[config.mk]
export PLATFORM = sky130hd
export DESIGN_NAME = hiscore_xfer_ctrl
export DESIGN_NICKNAME = d
export VERILOG_FILES = /design/src/rtl/hiscore_xfer_ctrl.sv
export SDC_FILE = /design/constraint.sdc
export NUM_CORES = 1
export LEC_CHECK = 0
export BUFFER_PORTS_ARGS = -buffer_cell sky130_fd_sc_hd__buf_2
export CORE_MARGIN = 8
export CORE_UTILIZATION = 49
export CTS_BUF_LIST = sky130_fd_sc_hd__clkbuf_8 sky130_fd_sc_hd__clkbuf_16
export DETAILED_ROUTE_END_ITERATION = 8
export GPL_TIMING_DRIVEN = 0
export PLACE_DENSITY_LB_ADDON = 0.25
export SLEW_MARGIN = 10
export SYNTH_ARGS = -nofsm -noshare
export SYNTH_HDL_FRONTEND = slang
export SYNTH_SLANG_ARGS = --single-unit
[constraint.sdc]
create_clock -name clk_sys -period 5.9 [get_ports clk_sys]
set_clock_uncertainty 0.1 [all_clocks]
set_input_delay 0.885 -clock clk_sys [delete_from_list [all_inputs] [get_ports clk_sys]]
set_output_delay 0.885 -clock clk_sys [all_outputs]
set_load 0.05 [all_outputs]
[src/rtl/hiscore_xfer_ctrl.sv]
// High-score transfer controller: pauses the core, then bridges ioctl byte strobes onto the core hs_* RAM port.
// Optional feature macro HS_CHECKSUM_EN adds a mod-256 checksum of in-range bytes on hs_chk (tied to 0 otherwise).
module hiscore_xfer_ctrl #(
    parameter logic [7:0] HS_INDEX   = 8'd2,
    parameter int         ADDR_W     = 10,
    parameter int         HS_SIZE    = 64,
    parameter int         SETTLE_CYC = 8
) (
    input  logic              clk_sys,
    input  logic              reset,
    input  logic              ioctl_download,
    input  logic              ioctl_upload,
    input  logic [7:0]        ioctl_index,
    input  logic [24:0]       ioctl_addr,
    input  logic              ioctl_wr,
    input  logic [7:0]        ioctl_dout,
    input  logic              ioctl_rd,
    output logic [7:0]        ioctl_din,
    output logic              ioctl_wait,
    output logic              pause_req,
    output logic              hs_access,
    output logic [ADDR_W-1:0] hs_address,
    output logic [7:0]        hs_data_out,
    input  logic [7:0]        hs_data_in,
    output logic              hs_write,
    output logic [7:0]        hs_chk
);
    typedef enum logic [2:0] {
        S_IDLE, S_SETTLE, S_READY, S_WR, S_RD1, S_RD2, S_RELEASE
    } state_t;

    localparam int          CNT_W    = (SETTLE_CYC > 1) ? $clog2(SETTLE_CYC) : 1;
    localparam logic [24:0] HS_LIMIT = 25'(HS_SIZE);

    state_t            state_q, state_d;
    logic [CNT_W-1:0]  cnt_q, cnt_d;
    logic              range_q, range_d;
    logic              pause_d, wait_d, access_d, write_d;
    logic [ADDR_W-1:0] addr_d;
    logic [7:0]        dout_d, din_d;

    logic session, in_range, wr_go, rd_go;

    // Download wins when both directions are asserted; the range check sees all 25 bits.
    assign session  = (ioctl_download | ioctl_upload) && (ioctl_index == HS_INDEX);
    assign in_range = ioctl_addr < HS_LIMIT;
    assign wr_go    = session && ioctl_download && ioctl_wr;
    assign rd_go    = session && !ioctl_download && ioctl_upload && ioctl_rd;

    always_ff @(posedge clk_sys) begin
        if (reset) begin
            state_q     <= S_IDLE;
            cnt_q       <= '0;
            range_q     <= 1'b0;
            pause_req   <= 1'b0;
            ioctl_wait  <= 1'b0;
            hs_access   <= 1'b0;
            hs_write    <= 1'b0;
            hs_address  <= '0;
            hs_data_out <= 8'h00;
            ioctl_din   <= 8'hFF;
        end else begin
            state_q     <= state_d;
            cnt_q       <= cnt_d;
            range_q     <= range_d;
            pause_req   <= pause_d;
            ioctl_wait  <= wait_d;
            hs_access   <= access_d;
            hs_write    <= write_d;
            hs_address  <= addr_d;
            hs_data_out <= dout_d;
            ioctl_din   <= din_d;
        end
    end

    always_comb begin
        state_d  = state_q;
        cnt_d    = cnt_q;
        range_d  = range_q;
        pause_d  = pause_req;
        wait_d   = ioctl_wait;
        access_d = hs_access;
        write_d  = 1'b0;
        addr_d   = hs_address;
        dout_d   = hs_data_out;
        din_d    = ioctl_din;
        case (state_q)
            S_IDLE: begin
                if (session) begin
                    state_d = S_SETTLE;
                    pause_d = 1'b1;
                    wait_d  = 1'b1;
                    cnt_d   = CNT_W'(SETTLE_CYC - 1);
                end
            end
            S_SETTLE: begin
                if (cnt_q == '0) begin
                    state_d  = S_READY;
                    access_d = 1'b1;
                    wait_d   = 1'b0;
                end else begin
                    cnt_d = cnt_q - CNT_W'(1);
                end
            end
            S_READY: begin
                if (!session) begin
                    state_d  = S_RELEASE;
                    access_d = 1'b0;
                    pause_d  = 1'b0;
                    wait_d   = 1'b0;
                end else if (wr_go) begin
                    state_d = S_WR;
                    wait_d  = 1'b1;
                    write_d = in_range;
                    addr_d  = ioctl_addr[ADDR_W-1:0];
                    dout_d  = ioctl_dout;
                end else if (rd_go) begin
                    state_d = S_RD1;
                    wait_d  = 1'b1;
                    addr_d  = ioctl_addr[ADDR_W-1:0];
                    range_d = in_range;
                end
            end
            S_RD1: state_d = S_RD2;
            S_WR, S_RD2: begin
                // Core data is valid during RD2 (one cycle after the address); sample it on the way out.
                if (state_q == S_RD2) din_d = range_q ? hs_data_in : 8'hFF;
                wait_d = 1'b0;
                if (session) begin
                    state_d = S_READY;
                end else begin
                    state_d  = S_RELEASE;
                    access_d = 1'b0;
                    pause_d  = 1'b0;
                end
            end
            S_RELEASE: state_d = S_IDLE;
            default: begin
                state_d  = S_IDLE;
                pause_d  = 1'b0;
                wait_d   = 1'b0;
                access_d = 1'b0;
            end
        endcase
    end

`ifdef HS_CHECKSUM_EN
    always_ff @(posedge clk_sys) begin
        if (reset) begin
            hs_chk <= 8'h00;
        end else if (state_q == S_IDLE && session) begin
            hs_chk <= 8'h00;
        end else if (state_q == S_READY && wr_go && in_range) begin
            hs_chk <= hs_chk + ioctl_dout;
        end else if (state_q == S_RD2 && range_q) begin
            hs_chk <= hs_chk + hs_data_in;
        end
    end
`else
    assign hs_chk = 8'h00;
`endif

endmodule

Yosys cells after proc, flatten, opt, wreduce, memory -nomap -nowiden. Index checks and enable logic that the tools add are counted.

Add/sub/neg operators: 1. Magnitude comparators: 1. Equality and inequality tests: 12. Mux-type cells: 23. Bitwise gates (word level): 7. Reductions and logical operators: 26.

Operators by type and width (count): 25-bit by 7-bit less-than comparator with 1-bit output, second input constant (1); 3-bit two-way mux (8); 10-bit two-way mux (2); 3-bit AND reduction (6); 3-bit one-hot mux with 5 select lines (1); 3-bit equality test, second input constant (3); 3-bit OR reduction (3); 8-bit by 2-bit equality test with 1-bit output, second input constant (1); 8-bit two-way mux (1); 2-bit != test, second input constant (4); 4-bit AND reduction (2); 1-bit two-way mux (7); 3-bit by 2-bit equality test with 1-bit output, second input constant (2); 1-bit logical AND (6); 3-bit logical NOT (2); 1-bit inverter (6); 1-bit one-hot mux with 3 select lines (2); 3-bit one-hot mux with 2 select lines (1); 4-bit != test, second input constant (1); 1-bit one-hot mux with 4 select lines (1); 2-bit nonzero test (2); 2-bit OR reduction (2); 4-bit OR reduction (1); 3-bit by 1-bit equality test with 1-bit output, second input constant (1); 4 further kinds (4).

Register bits after elaboration: 37. Bits of input ports: 55. Word-level logic and storage cells: 80.

Longest topological paths before layout.
Depth in word-level cells: 9. Gate-level depth with buffers: 7. Mapped depth without buffers: 7.

Worst setup path before layout. No wires, ideal clock.

Kind: in2reg. Start: input port ioctl_index[6]. End: register hs_data_out[0]. Library setup time: 132 ps. Arrival time: 2408 ps. Data required time: 5668 ps. Path slack: 3260 ps. Stages on the path: 6. Path buffers: 2. Path through: or4b_1 -> buf_2 -> or4_4 -> buf_2 -> o21ai_1 -> a21oi_1.

Cells in the longest elaborated chain, start to end: 5.

Ends and longest elaborated chain: from (decl) (RTL line 13) `input logic [7:0] ioctl_index,`; 8-bit by 2-bit equality test with 1-bit output * (RTL line 45) `assign session = (ioctl_download | ioctl_upload) && (ioctl_index == HS_INDEX);`; 1-bit logical AND * (RTL line 45); 1-bit logical AND (2 in a row) (RTL line 47) `assign wr_go = session && ioctl_download && ioctl_wr;`; 3-bit AND reduction (no line) *; to (signal assigned) (RTL line 71) `hs_data_out <= dout_d;`; to (decl) (RTL line 23) `output logic [7:0] hs_data_out,`.

Mark *: on every way between the ends. The rest lies on a longest branch, timed or not. A chain may end at the register's enable or synchronous reset.

Worst setup path in the final report.
Start: input port ioctl_index[6]. End: register hs_data_out[2].

The elaborated chain is that of the path after synthesis.

==> out/results.md <==
| Parameter | Value | Unit |
|:---|:---|:---|
| Kind of critical path | in2reg | - |
| Sequential share of the synthesized area | 39.68 | % |
| Shortest clock period the worst path allows after layout | 2585 | ps |
| Setup fix buffers added after clock tree synthesis | 0 | - |
| CTS HTree Levels | 2 | - |
| Max Freq | 386.8 | MHz |
| EDFF count, synth | 0 | - |
| Count of antenna diodes in the layout | 0 | - |
| Number of optimization iterations in the first detailed-route pass | 4 | - |
| Worst slack at placement | 3016 | ps |
| Final wirelength | 5219 | microns |
| Cell variety after synth | 47 | - |
| Largest net degree at the start of global routing | 11 | - |
| Final period utilization | 43.82 | % |
| Routed via count | 1985 | - |
| DIE HEIGHT | 77.73 | microns |
| Setup ws final | 3315 | ps |
| Clock buffers created by TritonCTS | 5 | - |
| CTS tree | built | - |
| Share of async-settable or async-resettable flops after synthesis | 0 | % |
| Critical Path Start Type | input port | - |
| Pwr/cell area | 194.6 | nW/um^2 |
| Buffer depth of the longest clock path | 2 | - |
| Average vias per placed instance | 5.394 | - |
| Growth of design area from synthesis to finish | 31.77 | % |
| Post-synthesis sequential element count | 37 | - |
| # placed instances | 361 | - |
| Commonest register cell after synthesis | sky130_fd_sc_hd__dfxtp_1 | - |
| Number of design rule violations left after detail routing | 0 | - |
| Internal power of the cells | 0.3628 | mW |
| Setup repair after global routing missed its margin | no | - |
| Worst Path Arrival | 2700 | ps |
| Final count of hold timing violations | 0 | - |
| Slew at the pin with the worst max-slew slack | 964.0 | ps |
| DRC marker count from the first detailed-route iteration | 119 | - |
| Chip Width | 77.73 | microns |
| Clock insertion delay at the later pin of the skew report | 280 | ps |
| Sum of internal, switching and leakage power | 0.4788 | mW |
| Sw Pwr | 0.1159 | mW |
| Per-instance average area after synthesis | 8.409 | sq um |
| Layout cell share with drive strength beyond 1 | 34.38 | % |
| DR WL/cell | 14.18 | microns |
| Global-route wire length before repair | 8728 | microns |
| Final Hold Slack | 378.7 | ps |
| Synthesized instance count | 222 | - |
| Clock tree root buffer cell | sky130_fd_sc_hd__clkbuf_8 | - |
| Worst ir drop on vdd | 0.1150 | mV |
| Number of antenna violations at the first check in global routing | 0 | - |
| Count of buffers from port buffering | 84 | - |
| Standard-cell rows | 22 | - |
| Min-Delay Path Class | reg2reg | - |
| Slew headroom | 34.83 | % |
| Final Non-Filler Cells | 368 | - |
| Status | completed | - |
| Vias in the first global route | 1913 | - |
| Fin. max-slew vios | 0 | - |
| Weighted congestion at the end of routability-driven global placement | 0.8521 | - |
| Total GRT Usage | 17.01 | % |
| Final TNS setup | 0 | ps |
| Leak pwr | 1.071 | nW |
| Area inside the core boundary | 3661 | sq um |
| Starting density of the core | 50.99 | % |
| Required time of the critical path | 6010 | ps |
| Overflow after GRT | 0 | - |
| Switching Share | 24.22 | % |
| Sink count of the clock tree | 37 | - |
| Element type at the critical path end | flop | - |
| Nets@finish | 377 | - |
| Worst Path Max Fanout | 10 | - |
| Warning count from the yosys run | 0 | - |
| Final count of negative-setup-slack endpoints | 0 | - |
| Clock power share | 36.3 | % |
| Antenna-violating nets left | 0 | - |
| Number of maximum-capacitance violations | 0 | - |
| HPWL after detailed placement | 4011 | microns |
| Gate power share | 11.5 | % |
| Top Ports | 93 | - |
| Die Area | 6041 | sq um |
| Hold buffer count at CTS | 0 | - |
| Post-synth design cell area | 1867 | sq um |
| Post-cts resize count | 0 | - |
| Sequential share of power | 52.2 | % |
| Register clock-pin slew on the reported worst setup and hold paths | 70 | ps |
==> logic make-up (layout without fill, tap and decap cells) <==
| family | count (synthesis) | after routing | synth area share [%] |
|---|---|---|---|
| other | 1 | 8 | 0.2009 |
| buffers and inverters | 29 | 120 | 8.177 |
| DFF | 37 | 37 | 39.68 |
| muxes | 2 | 2 | 1.139 |
| adders and majority gates | 2 | 2 | 1.340 |
| AOI/OAI and AO/OA | 71 | 71 | 23.19 |
| and+or+nand+nor | 80 | 80 | 26.28 |
==> final cells by class <==
type	instances	area, sq um
clock buffers	6	82.58
well taps	48	60.06
plain buffers	24	133.9
flip-flops and latches	37	740.7
fillers	332	1201
multi-input cells	163	999.7
inverters	5	18.77
clock inverters	1	3.754
repair buffers	84	420.4
==> power groups by stage <==
stage	logic [mW]	clock network, mW	registers (mW)
finish	0.0553	0.174	0.250
global route	0.0599	0.191	0.250
CTS	0.0550	0.179	0.250
detailed placement	0.0549	0	0.256
global placement	0.0544	0	0.256
floorplan	0.0308	0	0.256
==> sequential cells by signal, indices dropped and copies added, names as in the netlist <==
name	cells
ioctl_wait	1
cnt_q	3
hs_access	1
state_q	3
pause_req	1
hs_write	1
hs_data_out	8
range_q	1
hs_address	10
ioctl_din	8
==> path summary, 6_finish.rpt <==
path                   from              to  slack, ps  cells after the start
max          ioctl_index[6]  hs_data_out[2]       3310                      7
min           hs_address[9]   hs_address[9]        380                      2
max reg2reg        cnt_q[0]      ioctl_wait       3610                      7
min reg2reg   hs_address[9]   hs_address[9]        380                      2
==> per-stage QoR <==
stage | utilization (%) | cell area (sq um)
floorplan | - | 1893
global placement | 64.83 | 2374
detailed placement | 64.83 | 2374
CTS | 67.19 | 2460
global route | 67.19 | 2460
finish | 67.19 | 2460
==> worst max-delay path, cell delays in order <==
cell and delay (ps):
sky130_fd_sc_hd__buf_2 100, sky130_fd_sc_hd__or4b_1 500, sky130_fd_sc_hd__buf_2 180, sky130_fd_sc_hd__nor4_4 510, sky130_fd_sc_hd__buf_4 280, sky130_fd_sc_hd__nand3_1 90, sky130_fd_sc_hd__a21oi_1 150
==> cell usage after synthesis (2+ instances only) <==
cell                       count  area share [%]
sky130_fd_sc_hd__nor4_1        7             2.3
sky130_fd_sc_hd__inv_1         5             1.0
sky130_fd_sc_hd__nor3_1        2            0.54
sky130_fd_sc_hd__a221oi_1      2            0.94
sky130_fd_sc_hd__nor2b_1       3             1.0
sky130_fd_sc_hd__ha_1          2             1.3
sky130_fd_sc_hd__dfxtp_1      37              40
sky130_fd_sc_hd__nor4_4        2             2.3
sky130_fd_sc_hd__buf_4         9             3.6
sky130_fd_sc_hd__nand2_1       7             1.4
sky130_fd_sc_hd__clkbuf_1     10             2.0
sky130_fd_sc_hd__a21o_1        2            0.80
sky130_fd_sc_hd__o21ai_0       4             1.1
sky130_fd_sc_hd__a21oi_1      23             6.2
sky130_fd_sc_hd__o31ai_1       4             1.6
sky130_fd_sc_hd__nor2_1       14             2.8
sky130_fd_sc_hd__nor3b_1       8             3.2
sky130_fd_sc_hd__nand3_1      22             5.9
sky130_fd_sc_hd__or4_4         2             1.2
sky130_fd_sc_hd__o21ai_1      18             4.8
sky130_fd_sc_hd__buf_1         2            0.40
sky130_fd_sc_hd__o21bai_1      9             3.6
sky130_fd_sc_hd__nor4b_1       2            0.94
sky130_fd_sc_hd__buf_2         2            0.54
sky130_fd_sc_hd__and2_1        2            0.67
==> cells in the final DEF (no fill, tap or decap), types with 3 or more instances in the layout <==
master / instances
sky130_fd_sc_hd__o21ai_0: 4
sky130_fd_sc_hd__conb_1: 8
sky130_fd_sc_hd__nand3_1: 22
sky130_fd_sc_hd__clkbuf_8: 6
sky130_fd_sc_hd__nand2_1: 7
sky130_fd_sc_hd__nor4_1: 7
sky130_fd_sc_hd__o21ai_1: 18
sky130_fd_sc_hd__o31ai_1: 4
sky130_fd_sc_hd__buf_4: 9
sky130_fd_sc_hd__clkbuf_1: 10
sky130_fd_sc_hd__a21oi_1: 23
sky130_fd_sc_hd__nor2b_1: 3
sky130_fd_sc_hd__nor3b_1: 8
sky130_fd_sc_hd__nor2_1: 14
sky130_fd_sc_hd__inv_1: 6
sky130_fd_sc_hd__o21bai_1: 9
sky130_fd_sc_hd__dfxtp_1: 37
sky130_fd_sc_hd__buf_2: 86
==> per-layer routing <==
metal	global-route usage, %	routed length (microns)	vias to the layer above
met5	0	0	-
met1	18.88	2224	901
met3	7.949	544	7
met4	6.415	61	0
li1	-	-	1004
met2	27.65	2388	73
(Power assumes the default switching activity.)
